**src/rtl/pri_sched_pkg.sv**
```systemverilog
// Shared types, constants and the fixed-priority encoder for the
// request scheduler.
package pri_sched_pkg;

    typedef enum logic [1:0] {
        IDLE = 2'd0,
        SHOW = 2'd1,
        DONE = 2'd2
    } state_t;

    localparam logic [6:0] SEG_BLANK = 7'b1111111;

    // Highest set bit wins; an all-zero vector returns 0.
    function automatic logic [2:0] prio8(input logic [7:0] vec);
        logic [2:0] idx;
        idx = 3'd0;
        for (int i = 0; i < 8; i++) begin
            if (vec[i]) idx = 3'(i);
        end
        return idx;
    endfunction

endpackage

```
**src/rtl/bcd7seg.sv**
```systemverilog
// BCD to active-low 7-segment decoder, output bit order {g,f,e,d,c,b,a}.
// Codes above 9 blank the digit.
module bcd7seg (
    input  logic [3:0] bcd,
    output logic [6:0] seg
);

    always_comb begin
        seg = 7'b1111111;
        case (bcd)
            4'd0: seg = 7'b1000000;
            4'd1: seg = 7'b1111001;
            4'd2: seg = 7'b0100100;
            4'd3: seg = 7'b0110000;
            4'd4: seg = 7'b0011001;
            4'd5: seg = 7'b0010010;
            4'd6: seg = 7'b0000010;
            4'd7: seg = 7'b1111000;
            4'd8: seg = 7'b0000000;
            4'd9: seg = 7'b0010000;
            default: seg = 7'b1111111;
        endcase
    end

endmodule

```
**src/rtl/pri_service_sched.sv**
```systemverilog
// Time-shares one priority encoder and one 7-segment digit among 8 sticky
// request lines; each grant is displayed for HOLD_CYCLES, then retired.
//
// state | meaning
// ------+------------------------------------------------------------
// IDLE  | no grant; picks highest pending request when en = 1
// SHOW  | grant displayed; hold counter runs while en = 1
// DONE  | one-cycle retire of the granted pending bit, done pulse
module pri_service_sched
    import pri_sched_pkg::*;
#(
    parameter int HOLD_CYCLES = 25_000_000,
    parameter int CNT_W       = 25
) (
    input  logic       clk,
    input  logic       rst_n,
    input  logic       en,
    input  logic [7:0] req,
    output logic [7:0] pending,
    output logic       cur_valid,
    output logic [2:0] cur_idx,
    output logic       busy,
    output logic       done,
    output logic [6:0] seg
);

    localparam logic [CNT_W-1:0] CNT_LAST = CNT_W'(HOLD_CYCLES - 1);

    state_t           state;
    state_t           state_nxt;
    logic [CNT_W-1:0] cnt;
    logic [CNT_W-1:0] cnt_nxt;
    logic [2:0]       idx_nxt;
    logic             valid_nxt;
    logic [7:0]       clr_mask;
    logic [6:0]       dig_seg;

    always_ff @(posedge clk or negedge rst_n) begin
        if (!rst_n) begin
            state     <= IDLE;
            cnt       <= '0;
            cur_idx   <= 3'd0;
            cur_valid <= 1'b0;
            pending   <= 8'h00;
        end else begin
            state     <= state_nxt;
            cnt       <= cnt_nxt;
            cur_idx   <= idx_nxt;
            cur_valid <= valid_nxt;
            // OR-ing req last lets a same-cycle re-request beat the retire.
            pending   <= (pending & ~clr_mask) | req;
        end
    end

    always_comb begin
        state_nxt = state;
        cnt_nxt   = cnt;
        idx_nxt   = cur_idx;
        valid_nxt = cur_valid;
        clr_mask  = 8'h00;
        done      = 1'b0;
        case (state)
            IDLE: begin
                if (en && (pending != 8'h00)) begin
                    state_nxt = SHOW;
                    idx_nxt   = prio8(pending);
                    cnt_nxt   = '0;
                    valid_nxt = 1'b1;
                end
            end
            SHOW: begin
                if (en) begin
                    if (cnt == CNT_LAST) begin
                        state_nxt = DONE;
                    end else begin
                        cnt_nxt = cnt + CNT_W'(1);
                    end
                end
            end
            DONE: begin
                // Retire ignores en so a grant can never be left half-finished.
                done      = 1'b1;
                clr_mask  = 8'h01 << cur_idx;
                valid_nxt = 1'b0;
                state_nxt = IDLE;
            end
            default: begin
                state_nxt = IDLE;
                valid_nxt = 1'b0;
            end
        endcase
    end

    assign busy = (state != IDLE);

    bcd7seg u_digit (
        .bcd (4'({1'b0, cur_idx})),
        .seg (dig_seg)
    );

    assign seg = cur_valid ? dig_seg : SEG_BLANK;

endmodule

```
**config.mk**
```make
export PLATFORM = sky130hd
export DESIGN_NAME = pri_service_sched
export DESIGN_NICKNAME = d
export VERILOG_FILES = /design/src/rtl/pri_sched_pkg.sv /design/src/rtl/bcd7seg.sv /design/src/rtl/pri_service_sched.sv
export SDC_FILE = /design/constraint.sdc
export NUM_CORES = 1
export LEC_CHECK = 0
export CAP_MARGIN = 20
export CORE_MARGIN = 5
export CORE_UTILIZATION = 40
export CTS_BUF_LIST = sky130_fd_sc_hd__clkbuf_8
export CTS_CLUSTER_SIZE = 16
export DETAILED_ROUTE_END_ITERATION = 16
export PLACE_DENSITY_LB_ADDON = 0.25
export SLEW_MARGIN = 10
export SYNTH_ARGS = -nofsm -noshare
export SYNTH_HDL_FRONTEND = slang
export SYNTH_HIERARCHICAL = 1
export SYNTH_SLANG_ARGS = --single-unit
export TNS_END_PERCENT = 50
```
**constraint.sdc**
```tcl
create_clock -name clk -period 4.36 [get_ports clk]
set_clock_uncertainty 0.2 [all_clocks]
set_input_delay 1.09 -clock clk [delete_from_list [all_inputs] [get_ports clk]]
set_output_delay 1.09 -clock clk [all_outputs]
set_load 0.1 [all_outputs]
```
==> flow_results.org, run 1 <==
** Status
- Result of the run :: complete, no violations

** Synthesis
- Counting flops with an async set or reset pin after synthesis yields a share of 100%.
- Synthesis produced approximately 300 cells.
- The most common cell in the synthesized netlist is sky130_fd_sc_hd__dfrtp_1.
- Number of distinct library cells after synthesis :: 50
- Top cells by count, synth :: sky130_fd_sc_hd__dfrtp_1, sky130_fd_sc_hd__o21ai_0, sky130_fd_sc_hd__nand2_1, sky130_fd_sc_hd__nand3_1, sky130_fd_sc_hd__nor2_1
- Number of enable flip-flop cells after synthesis :: 0
- The synthesized design contains 39 register bits.
- After synthesis, flip-flops and latches occupy 37.8% of the total area.
- In this run the cell area of the synthesized design comes to between 0.002 and 0.003 mm².
- Synthesis Warnings :: 6
- Average cell area after synthesis :: 8.73 µm²
- Summed over its instances, the top area cell type makes up between 30 and 40% of the synthesized netlist area.
- Dominant register cell in the synthesized netlist :: sky130_fd_sc_hd__dfrtp_1
- Yosys attributes the largest share of cell area to sky130_fd_sc_hd__dfrtp_1, sky130_fd_sc_hd__o21ai_0, sky130_fd_sc_hd__nand3_1.
- The biggest area contributor in the post-synthesis netlist is sky130_fd_sc_hd__dfrtp_1.

** Setup path
- Type of origin of the critical path :: flop
- Setup CP Type :: flop to output pin
- Traced cell by cell, the critical path runs through clkdlybuf4s50_1.
- Worst reg2reg path startpoint :: cnt[15]
- The number of buffers and inverters on the critical path is 1.
- Setup crit end kind :: output pin
- Critical-path maximum fanout :: 15
- Required time reported for the critical path endpoint :: between 3 and 4 ns
- At the worst endpoint, the arrival time is approximately 2.2 ns.
- CP top delay family :: buffers and inverters
- Worst path max stage delay :: 1.23 ns
- Tracing the worst setup path back leads to its startpoint at cur_idx[1].
- The slowest stage of the critical path is the sky130_fd_sc_hd__clkdlybuf4s50_1 cell.

** Floorplan
- Measured along the x axis, the die boundary spans around 90 µm.
- Count of boundary I/O pins :: 32
- DIE HEIGHT :: approximately 90 µm
- Area of the core region :: between 0.006 and 0.007 mm²
- FP Rows :: 29
- DIE AREA :: ~0.0082 mm²
- Starting density of the core :: between 40% and 50%

** Timing
- The worst path needs approximately 3.5 ns of the cycle, external delays included.
- After layout, the worst path uses 79.2% of the clock period.
- Final setup violation count :: 0
- The hold violation total from the final report is 0.
- Setup repair after global routing missed its margin :: false
- Relative slew slack :: a little over a third
- Fin. max-slew vios :: 0
- Highest clock rate :: between 0.2 and 0.3 GHz
- Setup TNS :: 0 ns
- Least-Margin Pin Slew :: around 1 ns

** Clock tree
- Source-to-sink clock delay at the later pin of the worst-skew pair :: approximately 0.30 ns
- After clock tree synthesis, the repair step resized 0 gates.
- TritonCTS clock tree :: done
- The clock net in this run drives a total of 39 sinks.
- The number of hold buffers added after CTS was 0.
- Level count of the clock H-tree :: 2
- Post-CTS setup-driven buffer insertion count :: 0
- Clock Pin Slew Worst Setup and Hold Paths :: 0.08 ns
- Total clock buffers created by CTS :: 5
- The clock passes through at most 2 buffers.
- Clock tree root driver cell :: sky130_fd_sc_hd__clkbuf_8

** GRT
- Grt total ovfl :: 0
- Total routing resource utilization after global routing :: around 15%
- The first global-routing pass estimated around 11000 µm of wire.
- The number of antenna violations at the first check in global routing is 0.
- The via count of the first global-routing pass came to about 2100.
- Pin count of the biggest net entering global routing :: 40

** Placement
- Number of instances in the placed design :: between 300 and 400
- Sum of net half-perimeters after detailed placement :: approximately 4200 µm
- The count of buffers added on input and output ports is 31.
- Final Wtd Congestion :: slightly below 0.8

** Cells and area
- Post-layout net count :: 338
- Layout cell share with drive strength beyond 1 :: between 10% and 20%
- Synth-to-Final Area Change :: 16.2%
- Count of antenna diodes in the layout :: 0
- Final core area utilization :: about 48%
- Excluding fillers, the count of instances in the completed layout stands at between 300 and 400.

** Drt
- After detailed routing, the average wire length per cell comes to about 15 µm.
- Routed vias/inst :: around 5.8
- The routed design has slightly above 6000 µm of wire.
- Number of nets still failing antenna checks after routing :: 0
- The first routing iteration left 164 violations.
- For this run, the detailed router's first-pass iteration total came to 4.
- Across all layers, the routed design uses roughly 2300 vias.
- Drt drc :: 0

** Power and ir drop
- Leakage :: 0.00118 µW
- In this run, the combinational gates consume ~23% of the power.
- Reg power frac :: between 40% and 50%
- Power Dens Cells :: ~330 mW/mm²
- In this run switching power makes up 34.4% of total power.
- IR analysis of the VDD net gives a maximum drop of 194 µV.
- Per report_power, the clock group accounts for a little under a third of the total.
- Internal Dissipation :: 647 µW
- Reported net switching power :: ~340 µW
- Total design power :: 987 µW

** Hold path
- Worst min-delay path category :: flop to flop
- Min-delay src :: cnt[23]

** Flow run
- Max-cap violations in this run came to 0.
==> path summary, 6_finish.rpt <==
kind,endpoint,slack (ns),depth (start not counted)
min in group asynchronous,pending[2],0.71,1
max reg2reg,cnt[22],1.46,6
max in group asynchronous,cnt[6],2.69,1
min reg2reg,cnt[23],0.32,1
max,cur_idx[1],0.91,1
min,cnt[23],0.32,1
==> registers in the layout, indices dropped and copies added (netlist names) <==
register and cells:
cur_valid 1, cur_idx 3, pending 8, state 2, cnt 25
==> layout by cell type (no fill, tap or decap), types with 9 or more instances in the layout <==
master,count
sky130_fd_sc_hd__buf_4,15
sky130_fd_sc_hd__nand2_1,23
sky130_fd_sc_hd__nand3b_1,9
sky130_fd_sc_hd__clkdlybuf4s50_1,20
sky130_fd_sc_hd__nand2b_1,17
sky130_fd_sc_hd__dfrtp_1,39
sky130_fd_sc_hd__o31ai_1,13
sky130_fd_sc_hd__nor2_1,20
sky130_fd_sc_hd__inv_1,9
sky130_fd_sc_hd__a21o_1,9
sky130_fd_sc_hd__nand3_1,22
sky130_fd_sc_hd__o21ai_0,25
==> final cells by class <==
class | instances | area, µm²
inverter | 9 | 33.8
sequential | 39 | 976
clock inverter | 3 | 43.8
tap | 77 | 96.3
fill | 620 | 3310
multi-input combinational | 230 | 1470
clock buffer | 5 | 68.8
timing repair buffer | 36 | 318
==> cell families (layout without fill, tap and decap cells) <==
kind of cell    after synthesis  in the layout  synth area share, %
compound gates               80             80                 22.4
flops                        39             39                 37.8
other cells                   1              2                0.145
buf+inv                      28             53                 5.61
simple gates                140            140                 30.3
mux                           2              2                0.871
fa+ha+maj                     6              6                 2.90
==> power by group through the flow <==
stage	sequential (µW)	combinational (µW)	clock (µW)
floorplan	450	179	0
global placement	460	223	0
detailed placement	463	226	0
CTS	456	227	315
global route	467	246	331
finish	458	225	304
==> per-stage QoR <==
stage	hold WS [ns]	setup slack, ns	instance area [µm²]
finish	0.321	0.907	3000
detailed placement	0.306	1.06	2890
global placement	0.295	1.12	2890
CTS	0.323	0.897	3000
floorplan	0.266	0.486	2590
global route	0.346	0.746	3000
==> per-layer routing <==
layer  global-route usage (%)  routed length [µm]
met1                     22.9                3060
met2                     22.1                2650
met3                     3.67                 338
met4                     3.97                  62
met5                        0                   0
(Power assumes the default switching activity.)
==> run 2, diff against run 1 <==
==> constraint.sdc (replaced) <==
create_clock -name clk -period 2.9 [get_ports clk]
set_clock_uncertainty 0.2 [all_clocks]
set_input_delay 0.725 -clock clk [delete_from_list [all_inputs] [get_ports clk]]
set_output_delay 0.725 -clock clk [all_outputs]
set_load 0.1 [all_outputs]
==> run 2 against run 1 <==
Cell area increased by 3.2%. Via count increased by 0.95%. Core utilization increased by 1.5 points.
==> flow_results.org, run 2 (synthesis gave the netlist of run 1 again) <==
** Drt
- The post-route antenna net violation count came to 0 (unchanged).
- Router iterations before antenna repair :: 4 (unchanged)
- WL final :: 6370 µm (+4.2%)
- Count of routing violations after the opening detailed-route iteration :: 187 (+14%)
- Routed length per instance :: 15.8 µm (+2.9%)
- Total number of vias :: 2333 (+0.95%)
- Routed vias/inst :: 5.77 (-0.30%)
- The total DRC errors in the routed layout was 0 (unchanged).

** Cells and area
- Non-filler instance count after layout :: 404 (+1.3%)
- The library cell used most frequently in the layout, excluding fill and tap cells, is sky130_fd_sc_hd__dfrtp_1.
- The final net count was 343 (+1.5%).
- In the final layout, the registers with the most flip-flops are cnt (25), pending (8), cur_idx (3).
- Layout cell share with drive strength beyond 1 :: 18.7% (+6.2 points)
- Count of antenna diodes in the layout :: 0 (unchanged)
- The area growth from synthesis to layout is 19.9%.
- In the layout the commonest cells are sky130_fd_sc_hd__dfrtp_1, sky130_fd_sc_hd__o21ai_0, sky130_fd_sc_hd__nand2_1, sky130_fd_sc_hd__buf_4, sky130_fd_sc_hd__nand3_1.
- Largest register by flop count :: cnt
- The number of flip-flops under the largest register name came to 25 (unchanged).

** Clock tree
- The number of buffers inserted by hold repair at cts is 0 (unchanged).
- The clock tree buffer depth came to 2 (unchanged).
- The TritonCTS buffer count came to 5 (unchanged).
- Cts repair resizes :: 0 (unchanged)
- Post-CTS setup-driven buffer insertion count :: 0 (unchanged)
- Clock tree root driver cell :: sky130_fd_sc_hd__clkbuf_8
- The sink count of the clock tree is 39 (unchanged).
- TritonCTS built the clock tree.
- Source-to-sink clock delay at the later pin of the worst-skew pair :: 0.30 ns (about the same)
- Clock Pin Slew Worst Setup and Hold Paths :: 0.08 ns (about the same)
- Level count of the clock H-tree :: 2 (unchanged)

** Power and ir drop
- The ratio of total power to cell area is 459 mW/mm² (+40%).
- The part of the power in registers is 47.9% (+1.5 points).
- The leakage power summed over all cells was 0.00123 µW (+4.4%).
- The clock share of power came to 24.7% (-6.1 points).
- The switching power share of the total is 35.7% (+1.3 points).
- Internal Dissipation :: 914 µW (+41%)
- Proportion of power drawn by combinational gates :: 27.3% (+4.5 points)
- Reported net switching power :: 507 µW (+49%)
- Maximum vdd drop :: 237 µV (+22%)

** GRT
- The layer flagged by global routing as most heavily used is met1.
- Grt total ovfl :: 0 (unchanged)
- Total routing resource utilization after global routing :: 15.6% (+0.21 points)
- The number of antenna violations at the first check in global routing came to 0 (unchanged).
- The met3 global-route usage is 4.83% (+1.2 points).
- The via count of the first global-routing pass was 2118 (+2.4%).
- Pin count of the biggest net entering global routing :: 31 (-23%)
- The global-route wire length before repair was 10700 µm (+1.1%).
- The global routing met1 resource utilization was 22.5% (-0.42 points).
- GR Layer Usage met2 :: 22.2% (+0.061 points)

** Placement
- Pre-CTS setup slack :: 0.164 ns (-0.894 ns)
- Port buffer count :: 31 (unchanged)
- Sum of net half-perimeters after detailed placement :: 4600 µm (+8.5%)
- The number of placed instances, taps included came to 396 (+1.3%).
- Final Wtd Congestion :: 0.900 (+13%)

** Setup path
- The delay of the slowest critical-path stage is 0.50 ns (-0.73 ns).
- The worst register-to-register path ends at cnt[2].
- Setup CP Type :: flop to output pin
- The largest fanout on the critical path is 13 (-2).
- Worst reg-to-reg setup slack :: 0.23 ns (-1.23 ns)
- Crit path arrival time :: 1.85 ns (-0.31 ns)
- Number of buffers and inverters on the critical path :: 1 (unchanged)
- CP top delay family :: flip-flops
- R2R cell count :: 6 (unchanged)
- The worst setup path is launched from a flop.
- STA classifies the critical path endpoint as an output pin.
- The data required time of the critical path came to 1.98 ns (-1.09 ns).
- Traced cell by cell, the critical path runs through ha_1 > or2_1 > a21oi_2 > a31oi_1 > nand2b_2 > buf_12.
- The startpoint identified for the worst register-to-register timing path is cnt[15].
- CP max-delay cell :: sky130_fd_sc_hd__dfrtp_2

** Flow run
- MaxCap Viol Count :: 0 (unchanged)

** Timing
- Slack of the critical path :: 0.129 ns (-0.779 ns)
- The hold violation total from the final report is 0 (unchanged).
- Final min period :: ~2.8 ns
- The count of pins over their slew limit came to 0 (unchanged).
- The actual transition at the worst max-transition pin is 0.641 ns (-0.330 ns).
- The max-slew headroom at the worst pin was 56.8% (+22 points).
- The total setup violations reported at the end of the flow came to 0 (unchanged).
- Final period util :: 95.6%
- Static timing analysis puts the maximum clock frequency at between 0.3 and 0.4 GHz.
- The worst hold slack was 0.140 ns (-0.181 ns).
- Setup repair after global routing left no endpoint under its margin.

** Floorplan
- The die boundary height came to 90.4 µm (unchanged).
- The number of top-level pins was 32 (unchanged).
- The overall die width came to 90.4 µm (unchanged).
- The full die area came to 0.00817 mm² (unchanged).
- Starting density of the core :: 40.9% (unchanged)
- The standard-cell row count is 29 (unchanged).
- Area of the core region :: 0.00631 mm² (unchanged)

** Hold path
- Worst min-delay path category :: primary input to asynchronous set/reset pin

** Status
- Result of the run :: complete, no violations
run 2: worst max-delay path by stage:
stage | from | endpoint | slack [ns] | cells past startpoint
6_report | cur_idx[0] | seg[3] | 0.13 | 6
5_1_grt | cur_idx[0] | seg[3] | 0.04 | 6
4_1_cts | cur_idx[0] | seg[3] | 0.11 | 6
3_5_place_dp | en | cnt[12] | 0.16 | 5
3_3_place_gp | en | cnt[5] | 0.19 | 5
2_1_floorplan | state[0] | done | -0.15 | 3
run 2: cell type report:
| cell class | count | area (µm²) |
|---|---|---|
| flip-flops and latches | 39 | 982 |
| fillers | 605 | 3210 |
| clock inverters | 3 | 12.5 |
| well taps | 77 | 96.3 |
| clock buffers | 5 | 68.8 |
| repair buffers | 41 | 428 |
| multi-input cells | 230 | 1480 |
| inverters | 9 | 33.8 |
run 2: power groups by stage:
stage / combinational [µW] / sequential, µW / clock (µW)
final: 388 / 681 / 351
after floorplan: 270 / 677 / 0
after detailed placement: 390 / 690 / 0
after global placement: 386 / 685 / 0
after global routing: 418 / 693 / 394
after CTS: 392 / 680 / 368
run 2: layer usage:
metal	up-vias	wire [µm]
li1	1157	-
met1	1104	3100
met2	63	2740
met3	9	443
met4	0	81
met5	-	0
run 2: through the flow:
step | utilization, % | power (µW) | cell area, µm² | TNS (ns)
after floorplan | - | 947 | 2610 | -0.260
after global placement | 47.8 | 1070 | 3020 | 0
after detailed placement | 47.8 | 1080 | 3020 | 0
after CTS | 49.1 | 1440 | 3100 | 0
after global routing | 49.1 | 1510 | 3100 | 0
final | 49.1 | 1420 | 3100 | 0
